<file path="src/rtl/pipeline_ctrl.sv">
`default_nettype none
// ============================================================================
// Module   : pipeline_ctrl
// Brief    : Stall/flush sequencer for the 5-stage RV32I pipeline. It arbitrates
//            halt, data-memory wait, branch redirect and load-use requests into
//            per-stage enable/flush/bubble controls. Optional performance
//            counters are built when PIPE_CTRL_PERF_EN is defined.
// Revision : 1.0 - initial release
// ============================================================================
module pipeline_ctrl #(
  parameter int MEM_TIMEOUT = 200,
  parameter int TO_W        = 8
) (
  input  logic        i_clk,
  input  logic        i_rst_n,
  input  logic        i_load_use,
  input  logic        i_dmem_req,
  input  logic        i_dmem_ack,
  input  logic        i_branch_taken,
  input  logic        i_halt,
  output logic        o_pc_en,
  output logic        o_if_id_en,
  output logic        o_if_id_flush,
  output logic        o_id_ex_en,
  output logic        o_id_ex_bubble,
  output logic        o_ex_mem_en,
  output logic        o_mem_wb_bubble,
  output logic        o_halted,
  output logic        o_mem_timeout,
  output logic [31:0] o_stall_cycles,
  output logic [31:0] o_flush_count
);

  typedef enum logic [1:0] {
    BOOT     = 2'd0,
    RUN      = 2'd1,
    MEM_WAIT = 2'd2,
    HALTED   = 2'd3
  } state_t;

  localparam bit              TO_ENABLE = (MEM_TIMEOUT != 0);
  localparam logic [TO_W-1:0] TO_LAST   = TO_ENABLE ? TO_W'(MEM_TIMEOUT - 1) : '0;

  state_t          state;
  state_t          state_nxt;
  logic [TO_W-1:0] to_cnt;
  logic            to_hit;
  logic            use_res;
  logic            halted;
  logic            mem_to;

  // Resolution of branch / load-use, shared by RUN and the ack cycle of MEM_WAIT
  logic res_pc_en, res_if_id_en, res_if_id_flush;
  logic res_id_ex_bubble, res_ex_mem_en;

  always_comb begin
    res_pc_en        = 1'b1;
    res_if_id_en     = 1'b1;
    res_if_id_flush  = 1'b0;
    res_id_ex_bubble = 1'b0;
    res_ex_mem_en    = 1'b1;
    if (i_branch_taken) begin
      res_if_id_flush  = 1'b1;
      res_id_ex_bubble = 1'b1;
    end else if (i_load_use) begin
      res_pc_en        = 1'b0;
      res_if_id_en     = 1'b0;
      res_id_ex_bubble = 1'b1;
    end
  end

  always_comb begin
    o_pc_en         = 1'b0;
    o_if_id_en      = 1'b0;
    o_if_id_flush   = 1'b0;
    o_id_ex_en      = 1'b0;
    o_id_ex_bubble  = 1'b0;
    o_ex_mem_en     = 1'b0;
    o_mem_wb_bubble = 1'b0;
    use_res         = 1'b0;
    to_hit          = 1'b0;
    state_nxt       = state;
    case (state)
      BOOT: begin
        o_if_id_flush   = 1'b1;
        o_id_ex_bubble  = 1'b1;
        o_mem_wb_bubble = 1'b1;
        state_nxt       = RUN;
      end
      RUN: begin
        if (i_halt) begin
          state_nxt = HALTED;
        end else if (i_dmem_req && !i_dmem_ack) begin
          o_mem_wb_bubble = 1'b1;
          state_nxt       = MEM_WAIT;
        end else begin
          use_res = 1'b1;
        end
      end
      MEM_WAIT: begin
        if (i_dmem_ack) begin
          use_res   = 1'b1;
          state_nxt = RUN;
        end else begin
          o_mem_wb_bubble = 1'b1;
          if (TO_ENABLE && (to_cnt == TO_LAST)) begin
            to_hit    = 1'b1;
            state_nxt = HALTED;
          end
        end
      end
      HALTED: state_nxt = HALTED;
      default: state_nxt = BOOT;
    endcase
    if (use_res) begin
      o_pc_en        = res_pc_en;
      o_if_id_en     = res_if_id_en;
      o_if_id_flush  = res_if_id_flush;
      o_id_ex_en     = 1'b1;
      o_id_ex_bubble = res_id_ex_bubble;
      o_ex_mem_en    = res_ex_mem_en;
    end
  end

  always_ff @(posedge i_clk) begin
    if (!i_rst_n) begin
      state  <= BOOT;
      to_cnt <= '0;
      halted <= 1'b0;
      mem_to <= 1'b0;
    end else begin
      state <= state_nxt;
      if (state == MEM_WAIT && !i_dmem_ack) begin
        to_cnt <= to_cnt + 1'b1;
      end else begin
        to_cnt <= '0;
      end
      if (state_nxt == HALTED) begin
        halted <= 1'b1;
      end
      if (to_hit) begin
        mem_to <= 1'b1;
      end
    end
  end

  assign o_halted      = halted;
  assign o_mem_timeout = mem_to;

`ifdef PIPE_CTRL_PERF_EN
  logic [31:0] stall_cnt;
  logic [31:0] flush_cnt;
  logic        flush_fire;

  assign flush_fire = use_res && i_branch_taken;

  always_ff @(posedge i_clk) begin
    if (!i_rst_n) begin
      stall_cnt <= '0;
      flush_cnt <= '0;
    end else begin
      if ((state == RUN || state == MEM_WAIT) && !o_pc_en) begin
        stall_cnt <= stall_cnt + 32'd1;
      end
      if (flush_fire) begin
        flush_cnt <= flush_cnt + 32'd1;
      end
    end
  end

  assign o_stall_cycles = stall_cnt;
  assign o_flush_count  = flush_cnt;
`else
  assign o_stall_cycles = 32'd0;
  assign o_flush_count  = 32'd0;
`endif

endmodule
`default_nettype wire

</file>
<file path="config.mk">
export PLATFORM = sky130hd
export DESIGN_NAME = pipeline_ctrl
export DESIGN_NICKNAME = d
export VERILOG_FILES = /design/src/rtl/pipeline_ctrl.sv
export SDC_FILE = /design/constraint.sdc
export NUM_CORES = 1
export LEC_CHECK = 0
export BUFFER_PORTS_ARGS = -buffer_cell sky130_fd_sc_hd__buf_2
export CORE_MARGIN = 4
export CORE_UTILIZATION = 41
export CTS_CLUSTER_DIAMETER = 40
export DETAILED_ROUTE_END_ITERATION = 12
export PLACE_DENSITY = 0.8
export SLEW_MARGIN = 25
export SYNTH_ARGS = -nofsm -noshare
export SYNTH_HDL_FRONTEND = slang
export SYNTH_SLANG_ARGS = --single-unit
</file>
<file path="constraint.sdc">
create_clock -name i_clk -period 2.2 [get_ports i_clk]
set_input_delay 0.44 -clock i_clk [delete_from_list [all_inputs] [get_ports i_clk]]
set_output_delay 0.44 -clock i_clk [all_outputs]
set_load 0.05 [all_outputs]
</file>
==> flow_summary.toml <==
[outcome]
status = "finished, final reports clean"

[min_path]
holdPathStages = 2
hold_path.class = "in -> reg"

[power]
p_leak_nw = 0.579
p_per_area_nw_per_um2 = 715
power_w = 0.000800
max-vdd-ir-drop_v = 0.000373

[finish]
syn2layout_area_growth_pct = -0.887
drive_gt1_share_pct = 21.2
nets = 169
regArea_sq_um = 248
final_cell_mix = "conb_1 (64), buf_2 (11), dfxtp_1 (10), nor2_1 (9), nand3_1 (5)"
diodes = 0
layout_commonest_cell = "conb_1"
multi_input_area_sq_um = 661
fill_cells = 260

[clock_network]
hold_buffers = 0
cts_tree = "done"
clock_latency_ns = 0.28
cts_buffer_depth = 2
htreeDepth = 1
path_clk_slew_ns = 0.07
clkSinkCount = 12
clock-root-buffer = "clkbuf_4"
cts_made_buffers = 3

[logic_synthesis]
yosysSeqAreaShare_pct = 21.3
yosys_register_bits = 12
synth.area.top_cells = "buf_4 (44%), dfxtp_1 (21%), ha_1 (5.5%), xor2_1 (3.1%), nor2_1 (3.0%)"
synth_edf_count = 0
yosys.area.top_type = "buf_4"
yosys_warnings = 0
syn_area_per_cell_sq_um = 8.18
synthCells = 138
synth_area_sq_um = 1130
async_flop_share_pct = 0
ys_types = 28
synth_top_area_share_pct = 43.9
synth-main-ff-cell = "dfxtp_1"

[global_routing]
antenna_found_initial = 0
gr-total-overflow = 0
grt_pass1_wl_um = 2500
grt_pass1_vias = 619
grt.total_usage_pct = 9.31
grt_max_degree = 8

[timing]
whs_ns = 0.451
max_freq_ghz = 0.466
fin_ws_ns = 0.0526
rsz0062_at_grt = "true"
period_share_pct = 97.6
fin_crit_ns = 2.15
drv_slew = 0
hold_viol = 0
setup_violations = 0
finClkSkew_ns = 0.00327

[worst_setup_path]
worstSetupEndpointType = "output port"
path_buf_inv = 2
startpoint_type = "register"
critPathArrivalTime_ns = 1.71
worstSetupPathType = "reg -> out"
crit_chain = "inv_4, ha_4, and2b_2, nand2b_1, a21boi_4, mux2i_2, buf_6"
r2r_cells = 5
crit_slowest_cell = "dfxtp_4"
crit_required_ns = 1.76
max_stage_delay_ns = 0.36
path_delay_family = "flip-flops"
r2r_slack_ns = 0.65
path_depth = 7
path_max_fanout = 5

[flow_run]
max_cap_viol_count = 0

[detailed_routing]
routedWlPerCell_um = 9.27
via_per_inst = 3.88
drt_iter0_markers = 6
drtAntennaViolNets = 0
wl_um = 1720
vias = 721
first_pass_iters = 2
remaining_drc_errors = 0

[placed_design]
pre_cts_ws_ns = 0.152
io_buffers = 15
dp_hpwl_um = 1430
globalplace.congestion = 0.818

[floorplanning]
rows = 18
start_util_pct = 44.3
chipWidth_um = 60.5
ioPinCount = 80
coreArea_sq_um = 2540
dieArea_sq_um = 3660
die_h_um = 60.5
[metal layers]
metal  GRT usage [%]  share of wire (%)  vias to the layer above
li1                -                  -                      348
met1            9.79                 34                      320
met2            15.6                 48                       48
met3            3.83                 15                        5
met4            5.57                2.3                        0
met5               0                  0                        -
[worst register-to-register path, cell delays in order, from the launching register on]
cell     delay (ns)
dfxtp_1        0.33
ha_1           0.25
and4_4         0.21
and3_1         0.17
o31a_1         0.28
a22o_1         0.20
[registers in the layout, indices dropped and copies added (netlist names)]
| name | cells |
|---|---|
| o_halted | 1 |
| to_cnt | 8 |
| state | 2 |
| o_mem_timeout | 1 |
[path summary, 6_finish.rpt]
kind | from | to
min reg2reg | to_cnt[0] | to_cnt[0]
min | i_rst_n | state[0]
max reg2reg | to_cnt[0] | o_halted
max | state[1] | o_if_id_flush
[power by group]
| part | switching, W | total [W] | internal [W] |
|---|---|---|---|
| Sequential | 0.00000604 | 0.000228 | 0.000222 |
| Clock | 0.0000748 | 0.000176 | 0.000101 |
| Combinational | 0.000337 | 0.000396 | 0.0000597 |
| Total | 0.000418 | 0.000800 | 0.000382 |
[final cells by class]
| type | count | area share (%) |
|---|---|---|
| Clock buffer | 4 | 3.24 |
| Inverter | 5 | 1.90 |
| Multi-Input combinational cell | 118 | 59.1 |
| Sequential cell | 12 | 22.1 |
| Tap cell | 30 | 3.36 |
| Timing Repair Buffer | 17 | 10.3 |
[cell families after synthesis]
family / after synthesis / share of synthesized area, %
buffers and inverters: 71 / 45.6
XOR/XNOR: 6 / 4.66
other: 1 / 0.332
adder cells (fa/ha/maj): 5 / 5.54
multiplexers: 2 / 1.77
flip-flops: 12 / 21.3
AND/OR/NAND/NOR: 27 / 12.4
AO/OA/AOI/OAI: 14 / 8.43
[synthesized netlist by cell type (2+ instances only)]
| cell type | number |
|---|---|
| dfxtp_1 | 12 |
| o21ai_0 | 3 |
| and3_1 | 4 |
| a21oi_1 | 2 |
| nand2_1 | 2 |
| buf_4 | 66 |
| nor2_1 | 9 |
| a21boi_0 | 2 |
| inv_1 | 5 |
| ha_1 | 5 |
| xnor2_1 | 2 |
| mux2i_1 | 2 |
| xor2_1 | 4 |
| nand3_1 | 5 |
| nor2b_1 | 2 |
[metrics by stage]
step,instances,cell area (sq um),utilization [%],setup TNS (ns)
final,186,1120,44.0,0
after CTS,186,1100,43.4,-0.00202
after global placement,180,1030,40.5,0
after detailed placement,180,1030,40.5,0
after global routing,186,1120,44.0,-0.153
after floorplan,201,1420,-,-0.473
[timing repair]
item | CTS | global route
endpoints found under the setup margin | 4 | 4
gates resized for setup | 8 | 5
pin swaps | 2 | 1
setup buffers | 2 | 0
(Power assumes the default switching activity.)
